$ cat src/rtl/branch_predict_unit.sv
// -----------------------------------------------------------------------------
// branch_predict_unit
//
// Direct-mapped branch predictor with a small branch target table and a 2-bit
// saturating direction counter per entry. The fetch-stage lookup is purely
// combinational. Resolved branches from execute update the table on the
// rising clock edge. The unit also produces the execute-stage misprediction
// redirect and keeps a saturating count of mispredictions.
//
// Ports
//   clk            system clock, all state changes on the rising edge
//   rst            synchronous active-high reset
//   PCF            fetch PC being looked up
//   PredTakenF     predicted taken for PCF
//   PredTargetF    predicted target for PCF (entry target on hit, else 0)
//   EnE            execute stage holds a valid, unstalled instruction
//   BranchE        execute instruction is a conditional branch
//   TakenE         resolved branch outcome
//   PCE            PC of the execute instruction
//   BranchTargetE  resolved branch target
//   PredTakenE     prediction made for this instruction at fetch
//   PredTargetE    predicted target carried down the pipeline
//   MispredictE    flush / redirect request
//   CorrectPCE     redirect PC (resolved target if taken, else PCE+4)
//   MissCount      saturating misprediction counter
// -----------------------------------------------------------------------------
module branch_predict_unit #(
    parameter int ENTRIES = 8,
    parameter int IDXW    = 3
) (
    input  logic        clk,
    input  logic        rst,
    input  logic [31:0] PCF,
    output logic        PredTakenF,
    output logic [31:0] PredTargetF,
    input  logic        EnE,
    input  logic        BranchE,
    input  logic        TakenE,
    input  logic [31:0] PCE,
    input  logic [31:0] BranchTargetE,
    input  logic        PredTakenE,
    input  logic [31:0] PredTargetE,
    output logic        MispredictE,
    output logic [31:0] CorrectPCE,
    output logic [15:0] MissCount
);

    localparam int TAGW = 30 - IDXW;

    // Table storage
    logic [ENTRIES-1:0] valid;
    logic [TAGW-1:0]    tag_mem    [ENTRIES];
    logic [31:0]        target_mem [ENTRIES];
    logic [1:0]         ctr_mem    [ENTRIES];

    logic [IDXW-1:0] idx_f;
    logic [IDXW-1:0] idx_e;
    logic [TAGW-1:0] tag_f;
    logic [TAGW-1:0] tag_e;
    logic            hit_f;
    logic            hit_e;
    logic            update;
    logic            target_diff;

    // Instructions are word aligned, so the two low fetch PC bits carry no
    // information for indexing or tagging.
    logic unused_pc_bits;
    assign unused_pc_bits = ^PCF[1:0];

    // Two-bit saturating counter step: taken moves toward 11, not-taken
    // toward 00.
    function automatic logic [1:0] ctr_step(input logic [1:0] ctr, input logic taken);
        logic [1:0] nxt;
        nxt = ctr;
        if (taken) begin
            if (ctr != 2'b11) nxt = ctr + 2'd1;
        end else begin
            if (ctr != 2'b00) nxt = ctr - 2'd1;
        end
        return nxt;
    endfunction

    // Fetch lookup
    assign idx_f = PCF[IDXW+1:2];
    assign tag_f = PCF[31:IDXW+2];
    assign hit_f = valid[idx_f] && (tag_mem[idx_f] == tag_f);

    assign PredTakenF  = hit_f && ctr_mem[idx_f][1];
    assign PredTargetF = hit_f ? target_mem[idx_f] : 32'd0;

    // Execute resolution
    assign idx_e  = PCE[IDXW+1:2];
    assign tag_e  = PCE[31:IDXW+2];
    assign hit_e  = valid[idx_e] && (tag_mem[idx_e] == tag_e);
    assign update = EnE && BranchE;

    // A correctly predicted taken branch still needs a redirect when the
    // target it was fetched toward is not the resolved one.
    assign target_diff = TakenE && PredTakenE && (BranchTargetE != PredTargetE);
    assign MispredictE = update && ((TakenE != PredTakenE) || target_diff);
    assign CorrectPCE  = TakenE ? BranchTargetE : (PCE + 32'd4);

    // Table update. Writes land on the clock edge, so a fetch lookup of the
    // entry being updated in the same cycle sees the old contents.
    always_ff @(posedge clk) begin
        if (rst) begin
            for (int i = 0; i < ENTRIES; i++) begin
                valid[i]      <= 1'b0;
                tag_mem[i]    <= '0;
                target_mem[i] <= '0;
                ctr_mem[i]    <= 2'b01;
            end
        end else if (update) begin
            if (hit_e) begin
                ctr_mem[idx_e] <= ctr_step(ctr_mem[idx_e], TakenE);
                if (TakenE) target_mem[idx_e] <= BranchTargetE;
            end else if (TakenE) begin
                // Allocate on a taken miss, evicting whatever aliased here.
                valid[idx_e]      <= 1'b1;
                tag_mem[idx_e]    <= tag_e;
                target_mem[idx_e] <= BranchTargetE;
                ctr_mem[idx_e]    <= 2'b10;
            end
        end
    end

    // Misprediction counter, held at all-ones once saturated
    always_ff @(posedge clk) begin
        if (rst) begin
            MissCount <= 16'd0;
        end else if (MispredictE && (MissCount != 16'hFFFF)) begin
            MissCount <= MissCount + 16'd1;
        end
    end

endmodule
$ cat config.mk
export PLATFORM = sky130hd
export DESIGN_NAME = branch_predict_unit
export DESIGN_NICKNAME = d
export VERILOG_FILES = /design/src/rtl/branch_predict_unit.sv
export SDC_FILE = /design/constraint.sdc
export NUM_CORES = 1
export LEC_CHECK = 0
export BUFFER_PORTS_ARGS = -buffer_cell sky130_fd_sc_hd__buf_2
export CAP_MARGIN = 5
export CORE_UTILIZATION = 35
export DETAILED_ROUTE_END_ITERATION = 16
export MAX_ROUTING_LAYER = met4
export PLACE_DENSITY = 0.58
export RECOVER_POWER = 100
export SLEW_MARGIN = 30
export SYNTH_ARGS = -nofsm -noshare
export SYNTH_HDL_FRONTEND = slang
export SYNTH_SLANG_ARGS = --single-unit
$ cat constraint.sdc
create_clock -name clk -period 7.4 [get_ports clk]
set_clock_uncertainty 0.15 [all_clocks]
set_input_delay 1.48 -clock clk [delete_from_list [all_inputs] [get_ports clk]]
set_output_delay 1.48 -clock clk [all_outputs]
set_load 0.01 [all_outputs]
Yosys cells after proc, flatten, opt, wreduce, memory -nomap -nowiden

Memories as Yosys holds them, arrays and structs flattened.
Index checks and enable logic that the tools add are counted.
W data, S select, Z words.

Add/subtract/negate cells: 4
Magnitude comparators: 3
Equality and inequality tests: 6
Multiplexer cells: 40
Bitwise gates (word level): 4
Reduce and logical (&&, ||, !) cells: 15

Operator list:

| cell                    | number |
|---|---|
| $mux W32                | 4 |
| $eq A27 B27 Y1          | 2 |
| $add A32 B3 Y32 const B | 1 |
| $ne A32 B32 Y1          | 1 |
| $reduce_or A32 Y1       | 1 |
| $mux W27                | 1 |
| $reduce_or A27 Y1       | 1 |
| $mux W1                 | 21 |
| $add A16 B1 Y16 const B | 1 |
| $mux W2                 | 8 |
| $ne A16 B16 Y1 const B  | 1 |
| $logic_and A1 B1 Y1     | 9 |
| $mux W3                 | 3 |
| $lt A3 B4 Y1 const B    | 2 |
| $or A8 B8 Y8            | 1 |
| $bmux W1 S3             | 2 |
| $demux W1 S3            | 1 |
| $ge A3 B1 Y1 const B    | 1 |
| $reduce_and A3 Y1       | 1 |
| $add A2 B1 Y2 const B   | 1 |
| $ne A2 B2 Y1 const B    | 1 |
| $or A1 B1 Y1            | 2 |
| $reduce_bool A2 Y1      | 1 |
| $reduce_or A2 Y1        | 1 |
| other kinds (4)         | 4 |

Register bits: 24
Memory bits (writable): 488
Bits of input ports: 134
Output and inout port bits: 82
Word-level logic and storage cells: 77
Memories: 3

Memory list:

| memory     | depth | width | read ports | clocked after memory_dff | wr ports | RTL line | source |
|---|---|---|---|---|---|---|---|
| target_mem | 8     | 32    | 1          | 0                        | 8        | 53       | `logic [31:0] target_mem [ENTRIES];` |
| tag_mem    | 8     | 27    | 2          | 0                        | 8        | 52       | `logic [TAGW-1:0] tag_mem [ENTRIES];` |
| ctr_mem    | 8     | 2     | 2          | 0                        | 8        | 54       | `logic [1:0] ctr_mem [ENTRIES];` |

Longest topological paths before layout

Gate-level depths: netlist of run 1.

Depth in word-level cells: 10
Gate-level depth with buffers: 13
Mapped depth without buffers: 9

Worst setup path before layout of run 1

No wires, ideal clock.

Path kind: input port to flip-flop
From: input port PCE[4]
To: memory target_mem[0][0] (enable)
Library setup time: 0.466 ns
Data arrival time: 5.353 ns
Data required time: 6.784 ns
Slack: 1.431 ns
Stages: 7
Path through: buf_2 -> buf_2 -> buf_2 -> buf_2 -> nor3_1 -> nand2_1 -> o21ai_0

RTL lines:

| item        | RTL line | source |
|---|---|---|
| from (decl) | 39       | `input logic [31:0] PCE,` |
| to (decl)   | 53       |  |

Final worst setup path of run 1

From: input port PCE[4]
To: output port CorrectPCE[27]

Cells in the longest elaborated chain, start to end: 2

Ends and longest elaborated chain:

| item            | RTL line | source |
|---|---|---|
| $add A32 B3 Y32 | 101      | `assign CorrectPCE = TakenE ? BranchTargetE : (PCE + 32'd4);` |
| $mux W32        | 101      |  |
| to (decl)       | 44       | `output logic [31:0] CorrectPCE,` |

Every way passes these cells.

==> results of run 1 <==
state kept, by name, summed over array words and instances (netlist names):
register    cells
tag_mem       216
MissCount      16
ctr_mem        16
target_mem    256
valid           8
power by group through the flow:
stage / combinational [W] / clock, W / sequential [W]
finish: 0.000761 / 0.00269 / 0.00338
global placement: 0.000768 / 0 / 0.00343
floorplan: 0.000484 / 0 / 0.00342
global route: 0.000808 / 0.00284 / 0.00340
CTS: 0.000780 / 0.00273 / 0.00338
detailed placement: 0.000778 / 0 / 0.00344
per-stage QoR:
stage / area, µm² / total power (W) / instances / hold slack, ns
final: 30500 / 0.00683 / 3229 / 0.333
after global placement: 29100 / 0.00419 / 3117 / 0.302
after detailed placement: 29100 / 0.00422 / 3118 / 0.317
after global routing: 30500 / 0.00704 / 3228 / 0.360
after floorplan: 26900 / 0.00390 / 2008 / 0.286
after CTS: 30900 / 0.00688 / 3219 / 0.331
layout make-up:
class	count	area, µm²	area share
inverter	13	48.8	0.00160
antenna	9	22.5	0.000738
clock inverter	31	263	0.00861
multi-input combinational	1297	11000	0.360
sequential	512	15100	0.496
timing repair buffer	267	1310	0.0429
clock buffer	70	1480	0.0483
tap	1030	1290	0.0422
synth_stat cells (all sizes together) (36+ instances only):
cell type  instances
nor4              44
edfxtp           488
buf               56
mux4             142
nand2             63
o21ai             58
nor2              64
clkbuf           130
and2             443
mux2i            144
nand4             36
xnor2             78
logic make-up (layout without fill, tap and decap cells):
family	Yosys count	in the layout	synth area share
buf+inv	199	381	0.0295
mux	292	292	0.175
simple gates	743	743	0.160
fa+ha+maj	3	3	0.00140
flops	512	512	0.563
other cells	0	9	0
compound gates	153	153	0.0361
xor+xnor	106	106	0.0345
worst max-delay path by stage:
stage                                                end  depth (start not counted)  startpoint  slack, ns
after floorplan           target_mem[0][0]$_SDFFCE_PN0P_                          7      PCE[4]       1.43
after global placement                    PredTargetF[9]                         11      PCF[2]       1.06
after detailed placement                 PredTargetF[27]                         11      PCF[2]       0.99
after CTS                                PredTargetF[27]                         11      PCF[2]       0.99
after global routing      target_mem[7][2]$_SDFFCE_PN0P_                          6      PCE[4]       0.36
final                                     CorrectPCE[27]                          8      PCE[4]       0.48
worst register-to-register path, stage by stage (launching register included):
cell                       delay [ns]
sky130_fd_sc_hd__edfxtp_1        0.39
sky130_fd_sc_hd__mux4_2          0.48
sky130_fd_sc_hd__mux2i_1         0.19
sky130_fd_sc_hd__xnor2_1         0.18
sky130_fd_sc_hd__or3b_1          0.42
sky130_fd_sc_hd__a211o_1         0.27
sky130_fd_sc_hd__nor4_1          1.37
sky130_fd_sc_hd__clkbuf_1        0.26
sky130_fd_sc_hd__nor3_1          0.09
sky130_fd_sc_hd__or2_1           0.92
metal layers:
metal / vias to the layer above / global-route usage / part of all wire
met5: - / - / 0
met4: 0 / 0.0652 / 0.027
met1: 8904 / 0.292 / 0.41
li1: 7747 / - / -
met3: 158 / 0.0378 / 0.076
met2: 729 / 0.372 / 0.49
==> flow_summary.html, run 1 <==
<table>
<tr><th>Metric</th><th>Value</th></tr>
<tr><th colspan="2">Run status</th></tr>
<tr><td>Result of the run</td><td>complete, but fails checks</td></tr>
<tr><td>Violations in the final reports</td><td>capacitance limit, slew limit</td></tr>
<tr><th colspan="2">Clock tree</th></tr>
<tr><td>Clock tree from TritonCTS</td><td>done</td></tr>
<tr><td>Clk sinks</td><td>512</td></tr>
<tr><td>Latest clock arrival within the worst-skew pair</td><td>0.62 ns</td></tr>
<tr><td>Root buffer selected by CTS</td><td>sky130_fd_sc_hd__clkbuf_16</td></tr>
<tr><td># Post-CTS Setup Buffers</td><td>0</td></tr>
<tr><td>Htree depth</td><td>2</td></tr>
<tr><td>Hold buffers post-CTS</td><td>0</td></tr>
<tr><td>Total CTS buffers</td><td>56</td></tr>
<tr><td>CTS resizes</td><td>0</td></tr>
<tr><td>CTS clock-pin slew for the worst setup and hold paths</td><td>0.06 ns</td></tr>
<tr><td>Worst-case clock buffer depth</td><td>3</td></tr>
<tr><th colspan="2">Layout</th></tr>
<tr><td>Layout Area Growth over Synthesis</td><td>13.6%</td></tr>
<tr><td>Utilization after layout</td><td>0.402</td></tr>
<tr><td>Commonest non-fill, non-tap cells in the layout</td><td>sky130_fd_sc_hd__edfxtp_1, sky130_fd_sc_hd__and2_1, sky130_fd_sc_hd__and2_0</td></tr>
<tr><td>Most frequent standard cell in the layout excluding fill and tap cells</td><td>sky130_fd_sc_hd__edfxtp_1</td></tr>
<tr><td>Fillcell total</td><td>7193</td></tr>
<tr><td>Layout cell share with drive strength beyond 1</td><td>0.189</td></tr>
<tr><td>Final net count</td><td>2284</td></tr>
<tr><th colspan="2">Die</th></tr>
<tr><td>Area of the die</td><td>77900 µm²</td></tr>
<tr><td>Floorplan die height</td><td>279 µm</td></tr>
<tr><td>Core area</td><td>75900 µm²</td></tr>
<tr><td>Starting density of the core</td><td>0.354</td></tr>
<tr><td>Std-Cell Rows</td><td>101</td></tr>
<tr><td>Die width</td><td>279 µm</td></tr>
<tr><td>Number of I/O pins</td><td>216</td></tr>
<tr><th colspan="2">Timing</th></tr>
<tr><td>Measured slew at the worst slew-check pin</td><td>3.08 ns</td></tr>
<tr><td>Max-slew headroom</td><td>-1.07</td></tr>
<tr><td>Minimum clock period after layout</td><td>6.92 ns</td></tr>
<tr><td>Final Hold Vio Count</td><td>0</td></tr>
<tr><td>Setup repair after global routing missed its margin</td><td>no</td></tr>
<tr><td>Final setup violation count</td><td>0</td></tr>
<tr><td>Min setup slack post-route</td><td>0.479 ns</td></tr>
<tr><td>Max-slew violation total from the final report</td><td>734</td></tr>
<tr><td>Highest clock frequency the design can meet</td><td>0.144 GHz</td></tr>
<tr><td>Setup Total Neg Slack</td><td>0 ns</td></tr>
<tr><td>Period utilisation layout</td><td>0.935</td></tr>
<tr><th colspan="2">Worst setup path</th></tr>
<tr><td>Critical-path top delay cell</td><td>sky130_fd_sc_hd__clkbuf_1</td></tr>
<tr><td>Family of cells with the greatest summed delay on the critical path</td><td>simple AND/OR/NAND/NOR gates</td></tr>
<tr><td>Cell mode on critical path</td><td>sky130_fd_sc_hd__clkbuf_1</td></tr>
<tr><td>Endpoint kind of the worst setup timing path</td><td>output port</td></tr>
<tr><td>Endpoint required time on the critical path</td><td>5.77 ns</td></tr>
<tr><td>Number of buffers and inverters on the critical path</td><td>3</td></tr>
<tr><td>Delay of the slowest critical-path stage</td><td>0.88 ns</td></tr>
<tr><td>Kind of launch point of the worst setup path</td><td>input pin</td></tr>
<tr><td>Cell-by-cell trace of the critical path</td><td>buf_4 -&gt; clkbuf_1 -&gt; nand4_1 -&gt; or3_1 -&gt; nor3_1 -&gt; xnor2_1 -&gt; o21ai_0 -&gt; clkbuf_1</td></tr>
<tr><td>Crit path arrival time</td><td>5.29 ns</td></tr>
<tr><td>Critical Path Fanout Max</td><td>22</td></tr>
<tr><td>Depth of the most critical reg-to-reg path</td><td>9</td></tr>
<tr><td>Startpoint of the most critical register-to-register path</td><td>tag_mem[6][7]$_SDFFCE_PN0P_</td></tr>
<tr><td>Worst reg-to-reg setup slack</td><td>2.12 ns</td></tr>
<tr><td>Category of the most critical setup path</td><td>in -&gt; out</td></tr>
<tr><td>Destination of the worst register-to-register timing path</td><td>tag_mem[6][6]$_SDFFCE_PN0P_</td></tr>
<tr><th colspan="2">Logic synthesis</th></tr>
<tr><td>Number of library cell types mapped by synthesis</td><td>54</td></tr>
<tr><td>Share of Yosys cell area claimed by the top area cell type</td><td>0.545</td></tr>
<tr><td>Async set or reset register ratio after synthesis</td><td>0</td></tr>
<tr><td>Cell taking the most area after synthesis</td><td>sky130_fd_sc_hd__edfxtp_1</td></tr>
<tr><td>Post-synthesis net count</td><td>2145</td></tr>
<tr><td>Post-synth EDFFs</td><td>488</td></tr>
<tr><td>Average cell area after synthesis</td><td>13.4 µm²</td></tr>
<tr><td>Synth warn</td><td>0</td></tr>
<tr><td>Part of the Yosys area used for sequential elements</td><td>0.563</td></tr>
<tr><td>Gate Count Post-Synth</td><td>2008</td></tr>
<tr><td>Synthesized cell area</td><td>26900 µm²</td></tr>
<tr><td>Top_reg_cell synth</td><td>sky130_fd_sc_hd__edfxtp_1</td></tr>
<tr><td>Largest cells by area after synthesis</td><td>sky130_fd_sc_hd__edfxtp_1, sky130_fd_sc_hd__mux4_2, sky130_fd_sc_hd__and2_1</td></tr>
<tr><td>Count of state elements after synthesis</td><td>512</td></tr>
<tr><th colspan="2">Pwr</th></tr>
<tr><td>P_int</td><td>0.00513 W</td></tr>
<tr><td>Psw</td><td>0.00170 W</td></tr>
<tr><td>Power share of the clock group</td><td>0.394</td></tr>
<tr><td>Fraction of power consumed by combinational cells</td><td>0.111</td></tr>
<tr><td>Leakage power figure</td><td>10.5 nW</td></tr>
<tr><td>Maximum vdd ir drop</td><td>244 µV</td></tr>
<tr><td>Switching part of the total</td><td>0.249</td></tr>
<tr><td>Sequential Power Share</td><td>0.495</td></tr>
<tr><td>Total power density per cell area</td><td>224 nW/µm²</td></tr>
<tr><th colspan="2">Global route</th></tr>
<tr><td>All-Layer GR Usage</td><td>0.228</td></tr>
<tr><td>Largest net degree at the start of global routing</td><td>53</td></tr>
<tr><td>Number of antenna violations at the first check in global routing</td><td>10</td></tr>
<tr><td>Wire length of the first global-routing pass</td><td>125000 µm</td></tr>
<tr><td>Grt total ovfl</td><td>0</td></tr>
<tr><td>Vias in the first global route</td><td>18200</td></tr>
<tr><th colspan="2">Routing</th></tr>
<tr><td>Total iterations of the first detailed-routing run</td><td>5</td></tr>
<tr><td>Via/cell ratio</td><td>5.43</td></tr>
<tr><td>Routed Wire Length</td><td>86600 µm</td></tr>
<tr><td>Starting DRT DRC Count</td><td>1475</td></tr>
<tr><td>Wire length per cell after detailed routing</td><td>26.8 µm</td></tr>
<tr><td>Detailed-route DRC error count</td><td>0</td></tr>
<tr><td>DRT antenna net count</td><td>0</td></tr>
<tr><td>DR vias</td><td>17500</td></tr>
<tr><th colspan="2">Placed design</th></tr>
<tr><td>Port Buffer Count</td><td>213</td></tr>
<tr><td>Final weighted congestion in routability-driven placement</td><td>0.857</td></tr>
<tr><td>Worst setup slack after placement</td><td>0.994 ns</td></tr>
<tr><td>HPWL after DPL</td><td>55100 µm</td></tr>
<tr><th colspan="2">Worst hold path</th></tr>
<tr><td>Hold depth</td><td>1</td></tr>
<tr><td>Worst min-delay path category</td><td>reg -&gt; reg</td></tr>
<tr><td>Hold Startpoint</td><td>valid[4]$_SDFFE_PP0P_</td></tr>
<tr><td>Hold Path Sink</td><td>valid[4]$_SDFFE_PP0P_</td></tr>
<tr><th colspan="2">Job</th></tr>
<tr><td>MaxCap Viol Count</td><td>28</td></tr>
</table>
No activity file was read; power rests on OpenSTA's default activity.
==> run 2: changes to the inputs <==
- PLACE_DENSITY: 0.58 -> 0.6
- clock period: 7.4 -> 5.9 ns (I/O delays scaled with it)
==> flow_summary.html, run 2 (synthesis results as in run 1) <==
<table>
<tr><th>Metric</th><th>Value</th></tr>
<tr><th colspan="2">Clock tree</th></tr>
<tr><td>CTS clock-pin slew for the worst setup and hold paths</td><td>0.06 ns</td></tr>
<tr><td>Worst-case clock buffer depth</td><td>3</td></tr>
<tr><td>Clock tree from TritonCTS</td><td>done</td></tr>
<tr><td>CTS resizes</td><td>0</td></tr>
<tr><td>Hold buffers post-CTS</td><td>0</td></tr>
<tr><td>Clk sinks</td><td>512</td></tr>
<tr><td>Total CTS buffers</td><td>58</td></tr>
<tr><td>Htree depth</td><td>2</td></tr>
<tr><td># Post-CTS Setup Buffers</td><td>0</td></tr>
<tr><td>Latest clock arrival within the worst-skew pair</td><td>0.64 ns</td></tr>
<tr><td>Root buffer selected by CTS</td><td>sky130_fd_sc_hd__clkbuf_16</td></tr>
<tr><th colspan="2">Timing</th></tr>
<tr><td>Setup repair after global routing missed its margin</td><td>no</td></tr>
<tr><td>Minimum clock period after layout</td><td>5.63 ns</td></tr>
<tr><td>Worst hold margin</td><td>0.329 ns</td></tr>
<tr><td>Max-slew violation total from the final report</td><td>621</td></tr>
<tr><td>Final setup violation count</td><td>0</td></tr>
<tr><td>Max-slew headroom</td><td>-0.415</td></tr>
<tr><td>Highest clock frequency the design can meet</td><td>0.178 GHz</td></tr>
<tr><td>Setup Total Neg Slack</td><td>0 ns</td></tr>
<tr><td>Period utilisation layout</td><td>0.954</td></tr>
<tr><td>Measured slew at the worst slew-check pin</td><td>2.12 ns</td></tr>
<tr><td>Final Hold Vio Count</td><td>0</td></tr>
<tr><th colspan="2">Pwr</th></tr>
<tr><td>P_int</td><td>0.00672 W</td></tr>
<tr><td>Maximum vdd ir drop</td><td>220 µV</td></tr>
<tr><td>Power share of the clock group</td><td>0.414</td></tr>
<tr><td>Leakage power figure</td><td>10.8 nW</td></tr>
<tr><td>Fraction of power consumed by combinational cells</td><td>0.110</td></tr>
<tr><td>Psw</td><td>0.00219 W</td></tr>
<tr><td>Total power density per cell area</td><td>287 nW/µm²</td></tr>
<tr><td>Sequential Power Share</td><td>0.476</td></tr>
<tr><td>Switching part of the total</td><td>0.246</td></tr>
<tr><td>Total power consumption of the routed design</td><td>0.00890 W</td></tr>
<tr><th colspan="2">Worst setup path</th></tr>
<tr><td>Delay of the slowest critical-path stage</td><td>0.65 ns</td></tr>
<tr><td>Category of the most critical setup path</td><td>in -&gt; out</td></tr>
<tr><td>Critical-path top delay cell</td><td>sky130_fd_sc_hd__nor4_1</td></tr>
<tr><td>Kind of launch point of the worst setup path</td><td>input pin</td></tr>
<tr><td>Crit path arrival time</td><td>4.30 ns</td></tr>
<tr><td>Depth of the most critical reg-to-reg path</td><td>10</td></tr>
<tr><td>Startpoint of the most critical register-to-register path</td><td>tag_mem[5][1]$_SDFFCE_PN0P_</td></tr>
<tr><td>Cell mode on critical path</td><td>sky130_fd_sc_hd__buf_6</td></tr>
<tr><td>Endpoint kind of the worst setup timing path</td><td>output port</td></tr>
<tr><td>Critical Path Fanout Max</td><td>36</td></tr>
<tr><td>Destination of the worst register-to-register timing path</td><td>tag_mem[1][9]$_SDFFCE_PN0P_</td></tr>
<tr><td>Endpoint required time on the critical path</td><td>4.57 ns</td></tr>
<tr><td>Cell-by-cell trace of the critical path</td><td>buf_6 -&gt; buf_12 -&gt; mux4_2 -&gt; mux2i_1 -&gt; xnor2_1 -&gt; nor4_1 -&gt; nand4_1 -&gt; buf_6 -&gt; nor2_1 -&gt; clkbuf_1</td></tr>
<tr><td>Worst reg-to-reg setup slack</td><td>1.27 ns</td></tr>
<tr><th colspan="2">Placed design</th></tr>
<tr><td>Cell total after placement</td><td>3142</td></tr>
<tr><td>HPWL after DPL</td><td>55200 µm</td></tr>
<tr><td>Final weighted congestion in routability-driven placement</td><td>0.861</td></tr>
<tr><td>Port Buffer Count</td><td>213</td></tr>
<tr><td>Instance area at placement</td><td>29400 µm²</td></tr>
<tr><th colspan="2">Routing</th></tr>
<tr><td>Via/cell ratio</td><td>5.41</td></tr>
<tr><td>Starting DRT DRC Count</td><td>1488</td></tr>
<tr><td>Detailed-route DRC error count</td><td>0</td></tr>
<tr><td>Total iterations of the first detailed-routing run</td><td>5</td></tr>
<tr><td>DRT antenna net count</td><td>0</td></tr>
<tr><td>Wire length per cell after detailed routing</td><td>26.4 µm</td></tr>
<tr><td>DR vias</td><td>17600</td></tr>
<tr><td>Routed Wire Length</td><td>86100 µm</td></tr>
<tr><th colspan="2">Layout</th></tr>
<tr><td>Final net count</td><td>2310</td></tr>
<tr><td>Register name with the most flops</td><td>target_mem</td></tr>
<tr><td>Layout cell share with drive strength beyond 1</td><td>0.208</td></tr>
<tr><td>Commonest non-fill, non-tap cells in the layout</td><td>sky130_fd_sc_hd__edfxtp_1, sky130_fd_sc_hd__and2_1, sky130_fd_sc_hd__and2_0</td></tr>
<tr><td>Layout Area Growth over Synthesis</td><td>15.5%</td></tr>
<tr><td>Non-Filler Instances</td><td>3261</td></tr>
<tr><td>Largest registers</td><td>target_mem x256, tag_mem x216</td></tr>
<tr><td>Design Area, Final</td><td>31000 µm²</td></tr>
<tr><td>Flip-flop count of the largest register after layout</td><td>256</td></tr>
<tr><td>Most frequent standard cell in the layout excluding fill and tap cells</td><td>sky130_fd_sc_hd__edfxtp_1</td></tr>
<tr><th colspan="2">Die</th></tr>
<tr><td>Number of I/O pins</td><td>216</td></tr>
<tr><td>Floorplan die height</td><td>279 µm</td></tr>
<tr><td>Area of the die</td><td>77900 µm²</td></tr>
<tr><td>Starting density of the core</td><td>0.354</td></tr>
<tr><td>Die width</td><td>279 µm</td></tr>
<tr><td>Core area</td><td>75900 µm²</td></tr>
<tr><td>Std-Cell Rows</td><td>101</td></tr>
<tr><th colspan="2">Global route</th></tr>
<tr><td>All-Layer GR Usage</td><td>0.225</td></tr>
<tr><td>Number of antenna violations at the first check in global routing</td><td>10</td></tr>
<tr><td>Largest net degree at the start of global routing</td><td>63</td></tr>
<tr><td>Grt total ovfl</td><td>0</td></tr>
<tr><td>Vias in the first global route</td><td>18000</td></tr>
<tr><td>Wire length of the first global-routing pass</td><td>123000 µm</td></tr>
<tr><th colspan="2">Worst hold path</th></tr>
<tr><td>Hold Path Sink</td><td>valid[0]$_SDFFE_PP0P_</td></tr>
<tr><td>Hold Startpoint</td><td>valid[0]$_SDFFE_PP0P_</td></tr>
<tr><td>Hold depth</td><td>1</td></tr>
<tr><td>Worst min-delay path category</td><td>reg -&gt; reg</td></tr>
<tr><th colspan="2">Run status</th></tr>
<tr><td>Violations in the final reports</td><td>capacitance limit, slew limit</td></tr>
<tr><td>Result of the run</td><td>complete, but fails checks</td></tr>
<tr><th colspan="2">Job</th></tr>
<tr><td>MaxCap Viol Count</td><td>22</td></tr>
</table>
## run 2: cell count changes in the layout (fill, tap and decap cells not counted), sizes merged
cell and change:
buf +35, diode +1, clkbuf -12, clkinv +2, bufinv +5, inv +1
## run 2: how the worst max path moves through the flow
stage | slack [ns] | end | start | cells after the start
2_1_floorplan | 0.23 | target_mem[0][0]$_SDFFCE_PN0P_ | PCE[4] | 7
3_3_place_gp | 0.07 | PredTargetF[17] | PCF[2] | 12
3_5_place_dp | 0.08 | PredTargetF[12] | PCF[2] | 12
4_1_cts | 0.09 | PredTargetF[12] | PCF[2] | 12
5_1_grt | 0.05 | PredTargetF[3] | PCF[2] | 12
6_report | 0.27 | PredTargetF[3] | PCF[2] | 10
## run 2: cell type report
cell class,instances,area [µm²]
multi-input combinational,1297,11000
fill,7091,44900
sequential,512,15100
clock inverter,39,442
inverter,13,50.0
timing repair buffer,291,1580
antenna,10,25.0
tap,1030,1290
clock buffer,69,1490
## run 2: worst max-delay path, delay by kind of cell
family / cells / cell delay [ns]
AND/OR/NAND/NOR: 3 / 1.07
XOR/XNOR: 1 / 0.10
multiplexers: 2 / 0.72
buffers and inverters: 4 / 1.17
## run 2: routing by layer
layer	wire, µm	vias up	GRT usage
li1	-	7800	-
met4	2300	0	0.0719
met2	42100	757	0.367
met3	6250	123	0.0352
met5	0	-	-
met1	35400	8966	0.287
## run 2: through the flow
stage,setup slack [ns],util
floorplan,0.231,-
global route,0.0484,0.409
finish,0.273,0.409
global placement,0.0662,0.387
CTS,0.0884,0.412
detailed placement,0.0801,0.387
## run 2: power by group through the flow
stage	logic (W)	clock network, W	registers [W]
floorplan	0.000608	0	0.00428
global placement	0.000984	0	0.00430
detailed placement	0.000992	0	0.00431
CTS	0.000995	0.00374	0.00424
global route	0.00104	0.00388	0.00426
finish	0.000977	0.00369	0.00424
==> run 3: changes to the inputs <==
==> constraint.sdc (replaced) <==
create_clock -name clk -period 5.9 [get_ports clk]
set_clock_uncertainty 0.15 [all_clocks]
set_input_delay 0.295 -clock clk [delete_from_list [all_inputs] [get_ports clk]]
set_output_delay 0.295 -clock clk [all_outputs]
set_load 0.01 [all_outputs]
==> flow_summary.html, run 3 (synthesis results as in run 1) <==
<table>
<tr><th>Metric</th><th>Value</th></tr>
<tr><th colspan="2">Global route</th></tr>
<tr><td>Wire length of the first global-routing pass</td><td>122000 µm</td></tr>
<tr><td>Grt total ovfl</td><td>0</td></tr>
<tr><td>Number of antenna violations at the first check in global routing</td><td>6</td></tr>
<tr><td>Largest net degree at the start of global routing</td><td>67</td></tr>
<tr><td>Vias in the first global route</td><td>17800</td></tr>
<tr><td>All-Layer GR Usage</td><td>0.221</td></tr>
<tr><th colspan="2">Worst setup path</th></tr>
<tr><td>Depth of the most critical reg-to-reg path</td><td>8</td></tr>
<tr><td>Destination of the worst register-to-register timing path</td><td>tag_mem[3][26]$_SDFFCE_PN0P_</td></tr>
<tr><td>Family of cells with the greatest summed delay on the critical path</td><td>simple AND/OR/NAND/NOR gates</td></tr>
<tr><td>Category of the most critical setup path</td><td>reg -&gt; out</td></tr>
<tr><td>Number of buffers and inverters on the critical path</td><td>2</td></tr>
<tr><td>Kind of launch point of the worst setup path</td><td>register</td></tr>
<tr><td>Startpoint of the most critical register-to-register path</td><td>tag_mem[7][7]$_SDFFCE_PN0P_</td></tr>
<tr><td>Delay of the slowest critical-path stage</td><td>0.82 ns</td></tr>
<tr><td>Crit path arrival time</td><td>4.69 ns</td></tr>
<tr><td>Cell-by-cell trace of the critical path</td><td>mux4_2 -&gt; mux2i_1 -&gt; xnor2_1 -&gt; nor4_1 -&gt; nand4_1 -&gt; nor3_1 -&gt; nand4_1 -&gt; clkbuf_2 -&gt; nor2_1 -&gt; clkbuf_1</td></tr>
<tr><td>Critical path depth in cells</td><td>10</td></tr>
<tr><td>Critical Path Fanout Max</td><td>33</td></tr>
<tr><td>Critical-path top delay cell</td><td>sky130_fd_sc_hd__nor4_1</td></tr>
<tr><td>Endpoint kind of the worst setup timing path</td><td>output port</td></tr>
<tr><td>Endpoint required time on the critical path</td><td>5.45 ns</td></tr>
<tr><td>Worst reg-to-reg setup slack</td><td>1.95 ns</td></tr>
<tr><td>Cell mode on critical path</td><td>sky130_fd_sc_hd__nand4_1</td></tr>
<tr><th colspan="2">Timing</th></tr>
<tr><td>Final setup violation count</td><td>0</td></tr>
<tr><td>Setup Total Neg Slack</td><td>0 ns</td></tr>
<tr><td>Highest clock frequency the design can meet</td><td>0.195 GHz</td></tr>
<tr><td>Minimum clock period after layout</td><td>5.14 ns</td></tr>
<tr><td>Worst hold margin</td><td>0.0136 ns</td></tr>
<tr><td>Max-slew headroom</td><td>-1.07</td></tr>
<tr><td>Measured slew at the worst slew-check pin</td><td>3.10 ns</td></tr>
<tr><td>Max-slew violation total from the final report</td><td>401</td></tr>
<tr><td>Final Hold Vio Count</td><td>0</td></tr>
<tr><td>Setup repair after global routing missed its margin</td><td>no</td></tr>
<tr><td>Period utilisation layout</td><td>0.871</td></tr>
<tr><th colspan="2">Routing</th></tr>
<tr><td>DRT antenna net count</td><td>0</td></tr>
<tr><td>Starting DRT DRC Count</td><td>1445</td></tr>
<tr><td>Detailed-route DRC error count</td><td>0</td></tr>
<tr><td>Via/cell ratio</td><td>5.47</td></tr>
<tr><td>Routed Wire Length</td><td>84900 µm</td></tr>
<tr><td>Total iterations of the first detailed-routing run</td><td>5</td></tr>
<tr><td>DR vias</td><td>17900</td></tr>
<tr><td>Wire length per cell after detailed routing</td><td>26.0 µm</td></tr>
<tr><th colspan="2">Die</th></tr>
<tr><td>Floorplan die height</td><td>279 µm</td></tr>
<tr><td>Area of the die</td><td>77900 µm²</td></tr>
<tr><td>Std-Cell Rows</td><td>101</td></tr>
<tr><td>Die width</td><td>279 µm</td></tr>
<tr><td>Core area</td><td>75900 µm²</td></tr>
<tr><td>Starting density of the core</td><td>0.354</td></tr>
<tr><td>Number of I/O pins</td><td>216</td></tr>
<tr><th colspan="2">Layout</th></tr>
<tr><td>Most frequent standard cell in the layout excluding fill and tap cells</td><td>sky130_fd_sc_hd__edfxtp_1</td></tr>
<tr><td>Register name with the most flops</td><td>target_mem</td></tr>
<tr><td>Fillcell total</td><td>7113</td></tr>
<tr><td>Layout cell share with drive strength beyond 1</td><td>0.190</td></tr>
<tr><td>Flip-flop count of the largest register after layout</td><td>256</td></tr>
<tr><td>Largest registers</td><td>target_mem x256, tag_mem x216</td></tr>
<tr><td>Layout Area Growth over Synthesis</td><td>15.6%</td></tr>
<tr><td>Utilization after layout</td><td>0.409</td></tr>
<tr><td>Non-Filler Instances</td><td>3263</td></tr>
<tr><td>Final net count</td><td>2318</td></tr>
<tr><td>Commonest non-fill, non-tap cells in the layout</td><td>sky130_fd_sc_hd__edfxtp_1, sky130_fd_sc_hd__and2_1, sky130_fd_sc_hd__and2_0</td></tr>
<tr><th colspan="2">Run status</th></tr>
<tr><td>Violations in the final reports</td><td>capacitance limit, slew limit</td></tr>
<tr><td>Result of the run</td><td>complete, but fails checks</td></tr>
<tr><th colspan="2">Clock tree</th></tr>
<tr><td>Root buffer selected by CTS</td><td>sky130_fd_sc_hd__clkbuf_16</td></tr>
<tr><td>Clock tree from TritonCTS</td><td>done</td></tr>
<tr><td>Clk sinks</td><td>512</td></tr>
<tr><td>Worst-case clock buffer depth</td><td>3</td></tr>
<tr><td>Latest clock arrival within the worst-skew pair</td><td>0.63 ns</td></tr>
<tr><td>Total CTS buffers</td><td>56</td></tr>
<tr><td>CTS clock-pin slew for the worst setup and hold paths</td><td>0.06 ns</td></tr>
<tr><td>Htree depth</td><td>2</td></tr>
<tr><td>CTS resizes</td><td>0</td></tr>
<tr><th colspan="2">Worst hold path</th></tr>
<tr><td>Hold Startpoint</td><td>BranchTargetE[6]</td></tr>
<tr><td>Hold depth</td><td>2</td></tr>
<tr><td>Worst min-delay path category</td><td>in -&gt; reg</td></tr>
<tr><td>Hold Path Sink</td><td>target_mem[3][6]$_SDFFCE_PN0P_</td></tr>
<tr><th colspan="2">Placed design</th></tr>
<tr><td>Cell total after placement</td><td>3117</td></tr>
<tr><td>Port Buffer Count</td><td>213</td></tr>
<tr><td>HPWL after DPL</td><td>55000 µm</td></tr>
<tr><td>Final weighted congestion in routability-driven placement</td><td>0.891</td></tr>
<tr><th colspan="2">Pwr</th></tr>
<tr><td>Total power consumption of the routed design</td><td>0.00884 W</td></tr>
<tr><td>Leakage power figure</td><td>10.8 nW</td></tr>
<tr><td>Total power density per cell area</td><td>285 nW/µm²</td></tr>
<tr><td>Maximum vdd ir drop</td><td>227 µV</td></tr>
<tr><th colspan="2">Job</th></tr>
<tr><td>MaxCap Viol Count</td><td>14</td></tr>
</table>
[run 3: cell types whose count changed in the layout (fill, tap and decap cells not counted), moves of 4 or more]
cell	previous run	this run
sky130_fd_sc_hd__and2_0	204	181
sky130_fd_sc_hd__and2_1	239	262
sky130_fd_sc_hd__buf_12	7	0
sky130_fd_sc_hd__buf_2	145	129
sky130_fd_sc_hd__buf_4	39	31
sky130_fd_sc_hd__clkbuf_1	97	103
sky130_fd_sc_hd__clkbuf_2	10	3
sky130_fd_sc_hd__clkbuf_8	0	4
sky130_fd_sc_hd__clkinv_2	11	7
sky130_fd_sc_hd__dlygate4sd3_1	0	36
sky130_fd_sc_hd__nor2_1	55	59
sky130_fd_sc_hd__or2_1	4	0
sky130_fd_sc_hd__or2_2	5	9
[run 3: how the worst max path moves through the flow]
stage                                           endpoint                         from
after floorplan           target_mem[0][0]$_SDFFCE_PN0P_                       PCE[4]
final                                         PredTakenF  tag_mem[4][8]$_SDFFCE_PN0P_
after CTS                                     PredTakenF  tag_mem[0][8]$_SDFFCE_PN0P_
after global placement      tag_mem[2][21]$_SDFFCE_PN0P_                       PCE[3]
after detailed placement    tag_mem[6][13]$_SDFFCE_PN0P_                       PCE[3]
after global routing        tag_mem[2][17]$_SDFFCE_PN0P_                       PCE[2]
[run 3: cell type report]
cell class | instances | area, µm² | share of cell area
antenna | 7 | 17.5 | 0.000564
clock buffer | 64 | 1460 | 0.0470
clock inverter | 39 | 424 | 0.0137
inverter | 13 | 48.8 | 0.00157
multi-input combinational | 1297 | 11000 | 0.355
sequential | 512 | 15100 | 0.487
tap | 1030 | 1290 | 0.0415
timing repair buffer | 301 | 1670 | 0.0537
[run 3: stage by stage]
stage	setup slack, ns	area [µm²]
after CTS	1.22	31300
after global routing	0.671	31100
after floorplan	1.12	26900
after global placement	1.09	29100
after detailed placement	1.05	29100
final	0.764	31100
[run 3: routing by layer]
| layer | global-route usage | share of wire | vias up |
|---|---|---|---|
| li1 | - | - | 7835 |
| met1 | 0.286 | 0.42 | 9177 |
| met2 | 0.366 | 0.49 | 724 |
| met3 | 0.0291 | 0.067 | 123 |
| met4 | 0.0592 | 0.023 | 0 |
| met5 | - | 0 | - |
[run 3: where the power goes]
group / leakage, nW / switching (W) / internal (W)
registers: 4.85 / 0.0000740 / 0.00417
clock network: 0.912 / 0.00151 / 0.00213
logic: 5.01 / 0.000584 / 0.000387
total: 10.8 / 0.00217 / 0.00668
[run 3: what timing repair did]
action	in CTS	in global routing
endpoints found under the hold margin	242	0
buffers inserted	0	0
hold buffers	36	0
